File: src/rtl/k2_processor_param_if.sv
// k2_processor_param_if
//   Bundles the fetch and output signals of the K2 accumulator core so that
//   they travel as one port.
//   master : the core. It takes the instruction, drives the fetch address and
//            reports the output register and its status.
//   slave  : the program ROM / host side, which sees the same signals with
//            the directions reversed.
//   Signals:
//     instruction_data [7:0]   instruction at ProgramAddress, valid this cycle
//     instr_valid              instruction_data is valid (core stalls if low)
//     ProgramAddress [PC_W-1:0] current program counter
//     Ro [DATA_W-1:0]          output register
//     out_valid                one-cycle pulse after each RO write
//     halted                   core has executed HALT
interface k2_processor_param_if #(
  parameter int DATA_W = 8,
  parameter int PC_W   = 4
);
  logic [7:0]        instruction_data;
  logic              instr_valid;
  logic [PC_W-1:0]   ProgramAddress;
  logic [DATA_W-1:0] Ro;
  logic              out_valid;
  logic              halted;

  modport master (
    input  instruction_data,
    input  instr_valid,
    output ProgramAddress,
    output Ro,
    output out_valid,
    output halted
  );

  modport slave (
    output instruction_data,
    output instr_valid,
    input  ProgramAddress,
    input  Ro,
    input  out_valid,
    input  halted
  );
endinterface

File: src/rtl/k2_processor_param.sv
// k2_processor_param
//   Single-cycle K2 accumulator core with parametrised data and PC widths.
//   It executes one 8-bit instruction per cycle in which instr_valid is high,
//   using registers RA/RB/RO, an add/sub ALU with carry and zero flags, and an
//   optional 8-word data memory. A HALT instruction freezes the core until
//   reset.
//   Parameters:
//     DATA_W    datapath width (>= 4)
//     PC_W      program counter width (>= 3)
//     MEM_DEPTH data memory words (fixed at 8, addressed by imm)
//   Ports:
//     clk    rising-edge clock
//     rst_n  asynchronous active-low reset
//     bus    k2_processor_param_if.master (fetch, RO, out_valid, halted)
//   Build option:
//     K2P_DMEM_EN  when defined, the data memory exists and D=11 does
//                  load/store; otherwise D=11 is a NOP that only advances PC.
module k2_processor_param #(
  parameter int DATA_W    = 8,
  parameter int PC_W      = 4,
  parameter int MEM_DEPTH = 8
) (
  input  logic                       clk,
  input  logic                       rst_n,
  k2_processor_param_if.master       bus
);

  typedef enum logic {
    ST_RUN  = 1'b0,
    ST_HALT = 1'b1
  } state_t;

  state_t            state_q, state_d;
  logic [PC_W-1:0]   pc_q, pc_d;
  logic [DATA_W-1:0] ra_q, ra_d;
  logic [DATA_W-1:0] rb_q, rb_d;
  logic [DATA_W-1:0] ro_q, ro_d;
  logic              cf_q, cf_d;
  logic              zf_q, zf_d;
  logic              out_valid_q, out_valid_d;

  // Instruction fields
  logic       op_j, op_c, op_s;
  logic [1:0] op_d;
  logic [2:0] op_imm;

  assign op_j   = bus.instruction_data[7];
  assign op_c   = bus.instruction_data[6];
  assign op_d   = bus.instruction_data[5:4];
  assign op_s   = bus.instruction_data[3];
  assign op_imm = bus.instruction_data[2:0];

  logic [DATA_W-1:0] imm_data;
  logic [PC_W-1:0]   imm_pc;
  logic [PC_W-1:0]   pc_inc;

  assign imm_data = DATA_W'(op_imm);
  assign imm_pc   = PC_W'(op_imm);
  assign pc_inc   = pc_q + 1'b1;   // natural wrap at 2^PC_W

  // ALU: imm[2] selects subtraction as RA + ~RB + 1, so the carry out is the
  // "no borrow" indication.
  logic              alu_sub;
  logic [DATA_W:0]   alu_sum;
  logic [DATA_W-1:0] alu_res;
  logic              alu_carry;
  logic              alu_zero;

  assign alu_sub   = op_imm[2];
  assign alu_sum   = {1'b0, ra_q} + {1'b0, (alu_sub ? ~rb_q : rb_q)} + (DATA_W + 1)'(alu_sub);
  assign alu_res   = alu_sum[DATA_W-1:0];
  assign alu_carry = alu_sum[DATA_W];
  assign alu_zero  = (alu_res == '0);

`ifdef K2P_DMEM_EN
  logic [DATA_W-1:0] mem_q [MEM_DEPTH];
  logic [DATA_W-1:0] mem_rd;
  logic              mem_we;

  // Combinational read so a load completes in the same cycle.
  assign mem_rd = mem_q[op_imm];

  always_ff @(posedge clk or negedge rst_n) begin
    if (!rst_n) begin
      for (int i = 0; i < MEM_DEPTH; i++) begin
        mem_q[i] <= '0;
      end
    end else if (mem_we) begin
      mem_q[op_imm] <= ra_q;
    end
  end
`endif

  logic [DATA_W-1:0] dest_val;

  always_comb begin
    state_d     = state_q;
    pc_d        = pc_q;
    ra_d        = ra_q;
    rb_d        = rb_q;
    ro_d        = ro_q;
    cf_d        = cf_q;
    zf_d        = zf_q;
    out_valid_d = 1'b0;
    dest_val    = imm_data;
`ifdef K2P_DMEM_EN
    mem_we      = 1'b0;
`endif

    // HALT is a sink state: nothing is accepted there until reset.
    if (state_q == ST_RUN && bus.instr_valid) begin
      pc_d = pc_inc;
      if (op_j) begin
        // Conditional jumps look at the flags as registered before this
        // instruction; D bits are don't-care.
        if (!op_c || (op_s ? zf_q : cf_q)) begin
          pc_d = imm_pc;
        end
      end else if (op_c) begin
        state_d = ST_HALT;
        pc_d    = pc_q;
      end else begin
        case (op_d)
          2'b00, 2'b01: begin
            if (op_s) begin
              dest_val = alu_res;
              cf_d     = alu_carry;
              zf_d     = alu_zero;
            end
            if (op_d[0]) begin
              rb_d = dest_val;
            end else begin
              ra_d = dest_val;
            end
          end
          2'b10: begin
            ro_d        = ra_q;
            out_valid_d = 1'b1;
          end
          default: begin
`ifdef K2P_DMEM_EN
            if (op_s) begin
              ra_d = mem_rd;
            end else begin
              mem_we = 1'b1;
            end
`endif
          end
        endcase
      end
    end
  end

  always_ff @(posedge clk or negedge rst_n) begin
    if (!rst_n) begin
      state_q     <= ST_RUN;
      pc_q        <= '0;
      ra_q        <= '0;
      rb_q        <= '0;
      ro_q        <= '0;
      cf_q        <= 1'b0;
      zf_q        <= 1'b0;
      out_valid_q <= 1'b0;
    end else begin
      state_q     <= state_d;
      pc_q        <= pc_d;
      ra_q        <= ra_d;
      rb_q        <= rb_d;
      ro_q        <= ro_d;
      cf_q        <= cf_d;
      zf_q        <= zf_d;
      out_valid_q <= out_valid_d;
    end
  end

  assign bus.ProgramAddress = pc_q;
  assign bus.Ro             = ro_q;
  assign bus.out_valid      = out_valid_q;
  assign bus.halted         = (state_q == ST_HALT);

endmodule
File: src/flat_wrapper.sv
// flat-port wrapper written by rule: the top's interface ports become plain ports
module k2_processor_param_flat 
#(
  parameter int DATA_W    = 8,
  parameter int PC_W      = 4,
  parameter int MEM_DEPTH = 8
)
  (clk, rst_n, bus_instruction_data, bus_instr_valid, bus_ProgramAddress, bus_Ro, bus_out_valid, bus_halted);
  k2_processor_param_if #(.DATA_W(DATA_W), .PC_W(PC_W)) bus_i ();
  input  logic clk;
  input  logic rst_n;
  input wire logic [$bits(bus_i.instruction_data)-1:0] bus_instruction_data;
  input wire logic [$bits(bus_i.instr_valid)-1:0] bus_instr_valid;
  output wire logic [$bits(bus_i.ProgramAddress)-1:0] bus_ProgramAddress;
  output wire logic [$bits(bus_i.Ro)-1:0] bus_Ro;
  output wire logic [$bits(bus_i.out_valid)-1:0] bus_out_valid;
  output wire logic [$bits(bus_i.halted)-1:0] bus_halted;
  assign bus_i.instruction_data = bus_instruction_data;
  assign bus_i.instr_valid = bus_instr_valid;
  assign bus_ProgramAddress = bus_i.ProgramAddress;
  assign bus_Ro = bus_i.Ro;
  assign bus_out_valid = bus_i.out_valid;
  assign bus_halted = bus_i.halted;
  k2_processor_param #(.DATA_W(DATA_W), .PC_W(PC_W), .MEM_DEPTH(MEM_DEPTH)) u_core (.clk(clk), .rst_n(rst_n), .bus(bus_i));
endmodule
File: config.mk
export PLATFORM = sky130hd
export DESIGN_NAME = k2_processor_param_flat
export DESIGN_NICKNAME = d
export VERILOG_FILES = /design/src/rtl/k2_processor_param_if.sv /design/src/rtl/k2_processor_param.sv /design/src/flat_wrapper.sv
export SDC_FILE = /design/constraint.sdc
export NUM_CORES = 1
export LEC_CHECK = 0
export CORE_ASPECT_RATIO = 1.2
export CORE_MARGIN = 4
export CORE_UTILIZATION = 40
export CTS_CLUSTER_SIZE = 25
export DETAILED_ROUTE_END_ITERATION = 12
export PLACE_DENSITY = 0.61
export SLEW_MARGIN = 30
export SYNTH_ARGS = -nofsm -noshare
export SYNTH_HDL_FRONTEND = slang
export SYNTH_SLANG_ARGS = --single-unit
File: constraint.sdc
create_clock -name clk -period 2.89 [get_ports clk]
set_input_delay 0.578 -clock clk [delete_from_list [all_inputs] [get_ports clk]]
set_output_delay 0.578 -clock clk [all_outputs]
set_load 0.005 [all_outputs]
==> flow_summary.ini <==
[setup_path]
endpoint_kind = flip-flop
cpMaxStageDelayCell = or4_4
r2r_slack_ns = 0.50
critPathArrivalTime_ns = 2.98
r2r_end = u_core.zf_q$_DFFE_PN0P_
rr_startpoint = u_core.rb_q[1]$_DFFE_PN0P_
critical_path_class = primary input to flip-flop
cp-start-kind = primary input
cpPeakStageDelay_ns = 0.52
crit_chain = clkdlybuf4s50_1 > xor2_1 > inv_1 > fa_1 > nand2b_1 > a21oi_1 > xnor2_1 > or4_4 > o41ai_2
worst_r2r_path_depth = 8
cp.required_ns = 3.07
cp_max_fo = 2

[timing]
fmax_ghz = 0.358
hold_viol = 0
tightest_slew_ns = 0.521
max-slew-margin-rel_pct = 65.2
fin_crit_ns = 2.79
rsz0062_at_grt = false
setup_viol = 0
worst_hold_slack_ns = 0.470
fin_tns_setup_ns = 0
fin_skew_ns = 0.00622
slew_violations = 0
post-route-period-util_pct = 96.6

[routing]
drt-total-wl_um = 4070
firstDrtPassIters = 4
drtIter0Drc = 44
num_vias = 1521
drc_errors = 0
wire_per_inst_um = 14.1
ant_nets = 0
vias_per_cell = 5.28

[synthesis]
avgSynthCellArea_um2 = 9.41
synth-compound-area-share_pct = 15.4
synth-seq-cells = 32
synth_mux_area_share_pct = 4.20
synthArstFlopShare_pct = 100
synth_xor_area_share_pct = 6.27
yosys.area.top_type = dfrtp_1
synth_top_family_by_area = simple AND/OR/NAND/NOR gates
synthCells = 193
yosys.area_share.simple_pct = 19.9
synth_fa_ha_area_share_pct = 6.62
syn_nets = 213
yosys_warnings = 0
seq_area_frac_synth_pct = 44.1
synth.cell_area_mm2 = 0.00182
synth_top_cell_area_share_pct = 44.1
synth_flop_cell = dfrtp_1
yosysUniqueCellTypes = 42
synth_area_leaders = dfrtp_1, nand2_1, ha_1
synth_edf_count = 0

[grt]
grt_max_degree = 33
grt_pass1_vias = 1620
antenna_found_initial = 0
grt.total_usage_pct = 16.1
grt.overflow.total = 0
grt_pass1_wl_um = 7130

[clock_network]
clock_path_buffers = 2
cts_hold_buf = 0
numCtsBuffers = 5
cts_setup_buffers = 0
cts_tree = done
clk_pin_slew_ns = 0.07
cts.htree.levels = 2
clock_latency_ns = 0.28
cts_root_buf = clkbuf_8
clock-sinks = 32

[layout]
area_growth_pct = 26.1
fin_cells = 288
multi_input_area_um2 = 955
nets = 251
num-fill-cells = 399
final_common_cell = nand2_1
drive_above_1_share_pct = 12.5
final_cell_mix = nand2_1, dfrtp_1, clkdlybuf4s50_1
n_antenna_cell = 0
ff_latch_area_um2 = 801

[outcome]
status = complete, no violations

[floorplanning]
die_w_um = 69.5
die_area_mm2 = 0.00569
die_h_um = 81.8
rows = 26
core_area_mm2 = 0.00433
io_pins = 25
start_util_pct = 42.0

[hold_path]
hold_path.class = flip-flop to flip-flop
holdCritStartpoint = u_core.bus.Ro[5]$_DFFE_PN0P_
min_to = u_core.bus.Ro[5]$_DFFE_PN0P_
whs_path_depth = 2

[power_and_ir_drop]
leakagePower_nw = 1.07
power.density_mw_per_mm2 = 555
finalPower_mw = 1.27
peakVddDrop_uv = 366

[place]
gp_congestion = 0.917
placed_cells = 280
io_buffers = 24
hpwl_um = 3170

[job]
max_cap_viol_count = 0
-- registers in the layout (all words and copies together) (netlist names) --
register                   count
u_core.bus.Ro                  8
u_core.rb_q                    8
u_core.bus.out_valid           1
u_core.bus.halted              1
u_core.ra_q                    8
u_core.zf_q                    1
u_core.bus.ProgramAddress      4
u_core.cf_q                    1
-- cells in the mapped netlist (2+ instances only) --
| cell | number |
|---|---|
| nand2_1 | 43 |
| dfrtp_1 | 32 |
| o21ai_0 | 15 |
| xor2_1 | 10 |
| inv_1 | 9 |
| a21oi_1 | 8 |
| ha_1 | 8 |
| nand2b_1 | 6 |
| clkbuf_1 | 5 |
| nor2_1 | 5 |
| mux2i_1 | 4 |
| nand3_1 | 4 |
| and2_1 | 3 |
| nor2b_1 | 3 |
| xnor2_1 | 3 |
| a2bb2oi_1 | 2 |
| a31o_1 | 2 |
| mux2_2 | 2 |
| nand4_1 | 2 |
| o21ai_1 | 2 |
| o22ai_1 | 2 |
| o311ai_0 | 2 |
| or3_1 | 2 |
-- through the flow --
stage               worst slack, ns  cell area (um^2)  utilization [%]
floorplan                     0.334              1820                -
global placement             -0.109              2190             50.7
detailed placement           -0.203              2190             50.7
CTS                           0.108              2290             52.8
global route                0.00347              2290             52.9
finish                       0.0985              2290             52.9
-- area by class of cell --
type                    count  area share (%)
clock buffers               6            3.61
clock inverters             2           0.437
inverters                   9            1.48
multi-input cells         146            41.7
flip-flops and latches     32            35.0
well taps                  56            3.06
repair buffers             37            14.8
-- repair_timing --
item	4_1_cts	5_1_grt
resized for setup	0	1
hold endpoints to repair	0	0
endpoints found under the setup margin	0	1
-- report_power, final --
group / leakage (nW) / switching [mW] / internal (mW)
Combinational: 0.589 / 0.182 / 0.189
Clock: 0.0510 / 0.168 / 0.190
Sequential: 0.431 / 0.0473 / 0.495
-- metal layers --
layer | vias to the layer above | track usage, % | routed length (um)
met1 | 732 | 17.7 | 1710
met2 | 36 | 29.6 | 2090
li1 | 745 | - | -
met4 | 0 | 7.42 | 105
met5 | - | 0 | 0
met3 | 8 | 4.04 | 161
-- critical path, delay by kind of cell --
family	cells	cell delay, ns
and+or+nand+nor	2	0.70
buffers and inverters	2	0.57
adders and majority gates	1	0.43
AOI/OAI and AO/OA	2	0.39
xor gates and xnor gates	2	0.31
-- kinds of logic (layout without fill, tap and decap cells) --
family | count (synthesis) | in the layout
simple gates | 74 | 74
compound gates | 43 | 43
flops | 32 | 32
buf+inv | 15 | 54
xor+xnor | 13 | 13
fa+ha+maj | 9 | 9
mux | 7 | 7
-- worst max-delay path by stage --
stage | from | endpoint | slack, ns
floorplan | bus_instruction_data[2] | u_core.zf_q$_DFFE_PN0P_ | 0.33
global placement | bus_instruction_data[2] | u_core.zf_q$_DFFE_PN0P_ | -0.11
detailed placement | bus_instruction_data[2] | u_core.zf_q$_DFFE_PN0P_ | -0.20
CTS | bus_instruction_data[2] | u_core.zf_q$_DFFE_PN0P_ | 0.11
global route | bus_instruction_data[2] | u_core.zf_q$_DFFE_PN0P_ | 0.003
finish | bus_instruction_data[2] | u_core.zf_q$_DFFE_PN0P_ | 0.1
Power figures use the tool's default switching activity.
